## config.mk

```make
export PLATFORM = sky130hd
export DESIGN_NAME = shift_rows_stream
export DESIGN_NICKNAME = d
export VERILOG_FILES = /design/src/rtl/shift_rows_stream.sv
export SDC_FILE = /design/constraint.sdc
export NUM_CORES = 1
export LEC_CHECK = 0
export ABC_AREA = 1
export CELL_PAD_IN_SITES_DETAIL_PLACEMENT = 0
export CELL_PAD_IN_SITES_GLOBAL_PLACEMENT = 1
export CORE_ASPECT_RATIO = 0.75
export CORE_UTILIZATION = 43
export DETAILED_ROUTE_END_ITERATION = 6
export PLACE_DENSITY_LB_ADDON = 0.1
export RECOVER_POWER = 25
export SYNTH_ARGS = -nofsm -noshare
export SYNTH_HDL_FRONTEND = slang
export SYNTH_SLANG_ARGS = --single-unit
```

## constraint.sdc

```tcl
create_clock -name clk -period 3.9 [get_ports clk]
set_input_delay 0.78 -clock clk [delete_from_list [all_inputs] [get_ports clk]]
set_output_delay 0.78 -clock clk [all_outputs]
set_load 0.02 [all_outputs]
```

## src/rtl/shift_rows_stream.sv

```systemverilog
// Column-streaming ShiftRows / InvShiftRows with two ping-pong block banks.
// One 32-bit column in and one out per cycle; shift direction travels with each block.
module shift_rows_stream #(
  parameter int NB = 4
) (
  input  logic        clk,
  input  logic        rst,
  input  logic        in_valid,
  output logic        in_ready,
  input  logic [31:0] in_col,
  input  logic        in_inv,
  output logic        out_valid,
  input  logic        out_ready,
  output logic [31:0] out_col,
  output logic        out_inv,
  output logic        out_last
);

  localparam int CW = $clog2(NB);
  localparam logic [CW-1:0] LAST = CW'(NB - 1);

  if (!(NB == 4 || NB == 6 || NB == 8)) begin : g_bad_nb
    $error("shift_rows_stream: NB must be 4, 6 or 8");
  end

  logic [31:0]   r_bank [2][NB];
  logic [1:0]    r_full;
  logic [1:0]    r_mode;
  logic          r_wr_ptr;
  logic          r_rd_ptr;
  logic [CW-1:0] r_wr_cnt;
  logic [CW-1:0] r_rd_cnt;

  logic          w_in_acc;
  logic          w_out_xfer;
  logic [31:0]   w_out_col;

  // Source column for row r of output column c; sums stay below 2*NB so one
  // conditional subtract replaces a modulo.
  function automatic logic [CW-1:0] src_col(input logic [CW-1:0] c, input int r,
                                            input logic inv);
    int s;
    int sum;
    s   = (NB == 8 && r >= 2) ? r + 1 : r;
    sum = inv ? int'(c) + NB - s : int'(c) + s;
    if (sum >= NB) sum = sum - NB;
    return sum[CW-1:0];
  endfunction

  assign in_ready   = !rst && !r_full[r_wr_ptr];
  assign out_valid  = r_full[r_rd_ptr];
  assign out_inv    = r_mode[r_rd_ptr];
  assign out_last   = r_full[r_rd_ptr] && (r_rd_cnt == LAST);
  assign out_col    = w_out_col;
  assign w_in_acc   = in_valid && in_ready;
  assign w_out_xfer = out_valid && out_ready;

  always_comb begin
    w_out_col = '0;
    for (int r = 0; r < 4; r++) begin
      w_out_col[8*r +: 8] = r_bank[r_rd_ptr][src_col(r_rd_cnt, r, r_mode[r_rd_ptr])][8*r +: 8];
    end
  end

  // Bank contents need no reset: they are only observed behind a full flag.
  always_ff @(posedge clk) begin
    if (w_in_acc) r_bank[r_wr_ptr][r_wr_cnt] <= in_col;
  end

  // Fill and drain always target different banks, so both may act in one cycle.
  always_ff @(posedge clk) begin
    if (rst) begin
      r_full   <= '0;
      r_mode   <= '0;
      r_wr_ptr <= 1'b0;
      r_rd_ptr <= 1'b0;
      r_wr_cnt <= '0;
      r_rd_cnt <= '0;
    end else begin
      if (w_in_acc) begin
        if (r_wr_cnt == '0) r_mode[r_wr_ptr] <= in_inv;
        if (r_wr_cnt == LAST) begin
          r_full[r_wr_ptr] <= 1'b1;
          r_wr_cnt         <= '0;
          r_wr_ptr         <= ~r_wr_ptr;
        end else begin
          r_wr_cnt <= r_wr_cnt + 1'b1;
        end
      end
      if (w_out_xfer) begin
        if (r_rd_cnt == LAST) begin
          r_full[r_rd_ptr] <= 1'b0;
          r_rd_cnt         <= '0;
          r_rd_ptr         <= ~r_rd_ptr;
        end else begin
          r_rd_cnt <= r_rd_cnt + 1'b1;
        end
      end
    end
  end

endmodule

```

# Yosys cells after proc, flatten, opt, wreduce, memory -nomap -nowiden

Memory sizes are Yosys's and may differ from the RTL's. A register that Yosys moved wholly into a read port is not among the register bits.
Index checks and enable logic that the tools add are counted.

Add/subtract/negate cells: 13
Magnitude comparators: 14
Muxes and demuxes: 44
Reductions and logical operators: 13
Equal/unequal tests: 2
Bitwise gates (word level): 10

Operators by type and width:

| operator                                                                             | number |
|---|---|
| 32-bit binary-select mux with 2-bit select                                           | 4 |
| 32-bit two-way mux                                                                   | 6 |
| 128-bit two-way mux                                                                  | 1 |
| 32-bit by 4-bit greater-or-equal comparator with 1-bit output, second input constant | 3 |
| 32-bit demux with 2-bit select                                                       | 1 |
| 24-bit two-way mux                                                                   | 2 |
| 16-bit two-way mux                                                                   | 2 |
| 32-bit by 2-bit subtractor with 32-bit output, second input constant                 | 1 |
| 32-bit by 3-bit subtractor with 32-bit output, second input constant                 | 1 |
| 2-bit two-way mux                                                                    | 11 |
| 8-bit two-way mux                                                                    | 2 |
| 3-bit greater-or-equal comparator, second input constant                             | 5 |
| 2-bit NOT with 3-bit output                                                          | 5 |
| 1-bit two-way mux                                                                    | 11 |
| 2-bit by 1-bit subtractor with 2-bit output, second input constant                   | 4 |
| 1-bit logical AND                                                                    | 7 |
| 2-bit by 2-bit adder with 3-bit output, second input constant                        | 2 |
| 2-bit AND reduction                                                                  | 3 |
| 4-bit by 2-bit subtractor with 5-bit output, second input constant                   | 1 |
| 2-bit by 1-bit adder with 2-bit output, second input constant                        | 2 |
| 2-bit by 3-bit adder with 4-bit output, second input constant                        | 1 |
| 2-bit == test, second input constant                                                 | 2 |
| 4-bit by 3-bit greater-or-equal comparator with 1-bit output, second input constant  | 1 |
| 1-bit by 2-bit less-than comparator with 1-bit output, second input constant         | 2 |
| 12 further kinds                                                                     | 16 |

Memories: 1
Bits in writable memories: 256
Word-level logic and storage cells: 103
Input port bits: 37
Output and inout port bits: 36
Register bits: 10

Memory list:

| name   | words | width | rd ports | clocked after memory_dff | wr ports | RTL line | RTL |
|---|---|---|---|---|---|---|---|
| r_bank | 2     | 128   | 1        | 1                        | 1        | 26       | `logic [31:0] r_bank [2][NB];` |

# Depth between registers and ports, before layout

Word-level depth: 11
Mapped depth: 9
Gate-level depth less buffers: 8

# Worst setup path after synthesis

No wires, ideal clock.

Kind: input-to-reg
From: input rst
To: memory r_bank[0][32] in the netlist's numbering (enable)
Setup slack: -227 ps
Required time: 3439 ps
Arrival time: 3666 ps
Library setup time: 461 ps
Buffers on the path: 1
Stages: 6
Cells stage by stage: clkinv_1 nand2_1 nor2_4 nand2_1 buf_2 nor3_1

Longest elaborated chain between the ends: 5

RTL lines:

| item                                      | RTL line | RTL |
|---|---|---|
| from (decl)                               | 7        | `input logic rst,` |
| 1-bit logical NOT                         | 50       | `assign in_ready = !rst && !r_full[r_wr_ptr];` |
| 1-bit logical AND                         | 50       |  |
| net in_ready                              | 9        | `output logic in_ready,` |
| 1-bit logical AND                         | 55       | `assign w_in_acc = in_valid && in_ready;` |
| 1-bit two-way mux                         | 67       | `if (w_in_acc) r_bank[r_wr_ptr][r_wr_cnt] <= in_col;` |
| 128-bit two-way mux (not written as such) | 67       |  |
| to (decl)                                 | 26       |  |

The timed path passes the listed nets, and every way through them passes these cells.

# Worst setup path after layout

From: register r_rd_cnt[0]
To: output out_col[0]

Longest elaborated chain between the ends: 8
Elaborated cells on any way between the ends: 9
Classes of those cells: 2 x add/sub; 1 x order compare; 5 x mux; 1 x bitwise

RTL lines:

| item                                                                                                                               | RTL line | RTL |
|---|---|---|
| from (decl)                                                                                                                        | 32       | `logic [CW-1:0] r_rd_cnt;` |
| from (signal assigned)                                                                                                             | 96       | `r_rd_cnt <= r_rd_cnt + 1'b1;` |
| 2-bit by 3-bit adder with 4-bit output                                                                                             | 45       | `sum = inv ? int'(c) + NB - s : int'(c) + s;` |
| 4-bit two-way mux *                                                                                                                | 45       |  |
| 4-bit by 3-bit greater-or-equal comparator with 1-bit output / 2-bit by 1-bit subtractor with 2-bit output (equally long branches) | 46       | `if (sum >= NB) sum = sum - NB;` |
| 2-bit two-way mux *                                                                                                                | 46       |  |
| 2-bit NOT with 3-bit output (not written as such) *                                                                                | 61       | `w_out_col[8*r +: 8] = r_bank[r_rd_ptr][src_col(r_rd_cnt, r, r_mode[r_rd_ptr])][8*r +: 8];` |
| 32-bit binary-select mux with 2-bit select *                                                                                       | 61       |  |
| 8-bit two-way mux (not written as such) * (2 in a row)                                                                             | 61       |  |
| to (decl)                                                                                                                          | 14       | `output logic [31:0] out_col,` |

Every way passes the cells marked *; elsewhere a longest branch is shown, timed or not. The select of a mux whose other input is x is not followed.

==> summary.md <==
| Metric | Value |
|---|---|
| Peak supply drop | `0.0002727 V` |
| Layout cell share with drive strength beyond 1 | `8.159%` |
| Fillers | `1981` |
| DRT Pass-1 Iters | `5` |
| Final setup fails | `0` |
| Worst rel slew slack | `49.19%` |
| Max H-tree Level | `1` |
| Critical path data arrival time | `2.86 ns` |
| Crit-path max cell delay | `0.60 ns` |
| Syn Nets | `858` |
| Min Hold Slack | `0.5398 ns` |
| Post-synthesis sequential area ratio | `75.71%` |
| Antenna viol nets, final | `0` |
| CP Capture Type | `primary output` |
| Row cnt | `48` |
| CTS root buf | `clkbuf_16` |
| Post-layout min period | `3.639 ns` |
| Initial antenna violation count | `2` |
| Die Width | `182.0 µm` |
| Worst hold path type | `reg2reg` |
| PortBufs | `72` |
| Slew Limit Fails | `0` |
| CP Class | `reg2out` |
| Total gr overflow | `0` |
| Final Instance Area | `12510 µm²` |
| Clock Tree Buf Depth | `3` |
| Total routed wirelength | `23820 µm` |
| Share of the clock period used by the worst path | `93.31%` |
| Crit start category | `flip-flop` |
| Gate Count Post-Synth | `816` |
| Post CTS Setup Buffer Count | `0` |
| Mean Syn Cell Area | `12.80 µm²` |
| RSZ-0062 raised after global routing | `false` |
| First-pass GRT wire length | `37030 µm` |
| CP max stage cell | `buf_4` |
| Power density over the cells | `489.0 nW/µm²` |
| Final Hold Violating Endpoints | `0` |
| Wire per inst | `19.72 µm` |
| CTS tree | `done` |
| Worst Max-Slew Pin Slew | `0.7622 ns` |
| Initial DRC count | `542` |
| Post-cts resize count | `0` |
| F_max | `274.8 MHz` |
| Max-cap viol count | `0` |
| RePlAce Congestion | `0.7629` |
| Critical path peak fanout | `66` |
| Vias in the first global route | `6669` |
| Area Overhead vs Synth | `19.75%` |
| Vias | `6589` |
| Synthesized area | `10450 µm²` |
| Status | `completed` |
| Yosys warns | `0` |
| Placed Area | `11570 µm²` |
| PnR Total Power | `6.116 mW` |
| Count of different cell masters after synthesis | `25` |
| Hold-fix buffers, CTS | `0` |
| Skew-Pair Late Insertion Delay | `0.52 ns` |
| Worst Skew | `0.01603 ns` |
| Hpwl dp | `12220 µm` |
| DRC Markers | `0` |
| Initial Utilization | `44.59%` |
| Area leader, netlist | `edfxtp_1` |
| Worst-path cell chain | `buf_4 > inv_1 > buf_4 > o21ai_0 > o22ai_1 > nand2_1 > nand2_1 > clkdlybuf4s50_1` |
| Most frequent cells in the layout | `edfxtp_1 (256), nor2_1 (140), o21ai_0 (136)` |
| Placed Instances | `1159` |
| Commonest non-fill, non-tap cell in the layout | `edfxtp_1` |
| Area share of the largest cell type after synthesis | `73.60%` |
| Largest net degree at the start of global routing | `129` |
| CTS clk-pin slew, worst paths | `0.06 ns` |
| Cell family with most CP delay | `buffers and inverters` |
| CP required | `3.12 ns` |
| Leakage power | `4.271 nW` |
| Crit path buf inv count | `4` |
| Die area | `24920 µm²` |
| Nets | `930` |
| Synth Register Bits | `267` |
| Top cells by area, synth | `edfxtp_1 (74%), o21ai_0 (6.5%), nor2_1 (5.1%)` |
| Ports | `73` |
| Num CTS Buffers | `27` |
| Die H | `137.0 µm` |
| Total global-route track usage | `19.52%` |
| Core ar. | `23420 µm²` |
| Clock sinks | `267` |
| Via density | `5.454` |
| Setup TNS | `0 ns` |
| Non-Filler Instances | `1208` |
==> layout make-up <==
class	count	area (µm²)	share of cell area, %
Timing Repair Buffer	92	933.4	7.462
Multi-Input combinational cell	479	2268	18.14
Tap cell	300	375.4	3.001
Clock inverter	19	250.2	2.001
Antenna cell	1	2.502	0.02001
Sequential cell	267	7913	63.26
Inverter	21	82.58	0.6602
Clock buffer	29	683.2	5.462
==> report_power, final <==
| group | internal, mW | switching, mW |
|---|---|---|
| clock network | 1.66 | 1.03 |
| registers | 3.18 | 0.00857 |
| logic | 0.0914 | 0.149 |
| total | 4.93 | 1.19 |
==> cells in the mapped netlist <==
cell        n
inv_4       1
ha_1        5
nand3_1     1
nor2_1    142
nor3_1      4
a21oi_1     8
inv_2       1
nand4_1     2
buf_2      20
edfxtp_1  256
dfxtp_1    11
o21ai_0   136
o21ai_1     1
inv_1      17
a31oi_1     1
o22ai_1    64
clkbuf_1   25
xnor2_4     1
o21ai_2     1
buf_6       1
nand2_1   112
clkbuf_2    2
clkinv_1    2
nor2_4      1
buf_4       1
==> worst register-to-register path: stages (launching register included) <==
cell     delay [ns]
dfxtp_1        0.57
nor2_1         0.14
nor2_4         0.18
nand2_1        0.28
nor3_2         0.28
buf_4          0.48
==> worst paths after layout <==
check                  end  slack (ns)         from  cells after the start
max reg2reg  r_bank[0][36]        1.57     r_wr_ptr                      5
min reg2reg    r_wr_cnt[1]        0.54  r_wr_cnt[1]                      2
max             out_col[0]        0.26  r_rd_cnt[0]                      8
min            r_wr_cnt[1]        0.54  r_wr_cnt[1]                      2
==> routing by layer <==
layer	vias to the layer above	track usage, %	routed length, µm
met5	-	0	10
met4	2	4.715	389
met3	37	3.060	1301
met2	167	32.14	11020
met1	3276	27.41	11100
li1	3107	-	-
==> logic make-up (layout without fill, tap and decap cells) <==
logic type,Yosys count,after routing,synth area share (%)
AOI/OAI and AO/OA,211,211,10.92
xor gates and xnor gates,1,1,0.2636
adders and majority gates,5,5,0.5989
buffers and inverters,70,161,2.911
DFF,267,267,75.71
other,0,1,0
and+or+nand+nor,262,262,9.595
==> flip-flops by register name, summed over array words and instances, names as in the netlist, named ones only <==
signal,cells
r_wr_cnt,2
r_full,2
r_rd_cnt,2
r_rd_ptr,1
r_mode,2
r_wr_ptr,1
r_bank,256
==> metrics by stage <==
step | setup WS (ns) | utilization [%]
3_3_place_gp | 0.8243 | 49.41
2_1_floorplan | -0.2270 | -
3_5_place_dp | 0.7697 | 49.41
6_report | 0.2610 | 53.40
5_1_grt | 0.05154 | 53.39
4_1_cts | 0.2309 | 53.39
(Power assumes the default switching activity.)
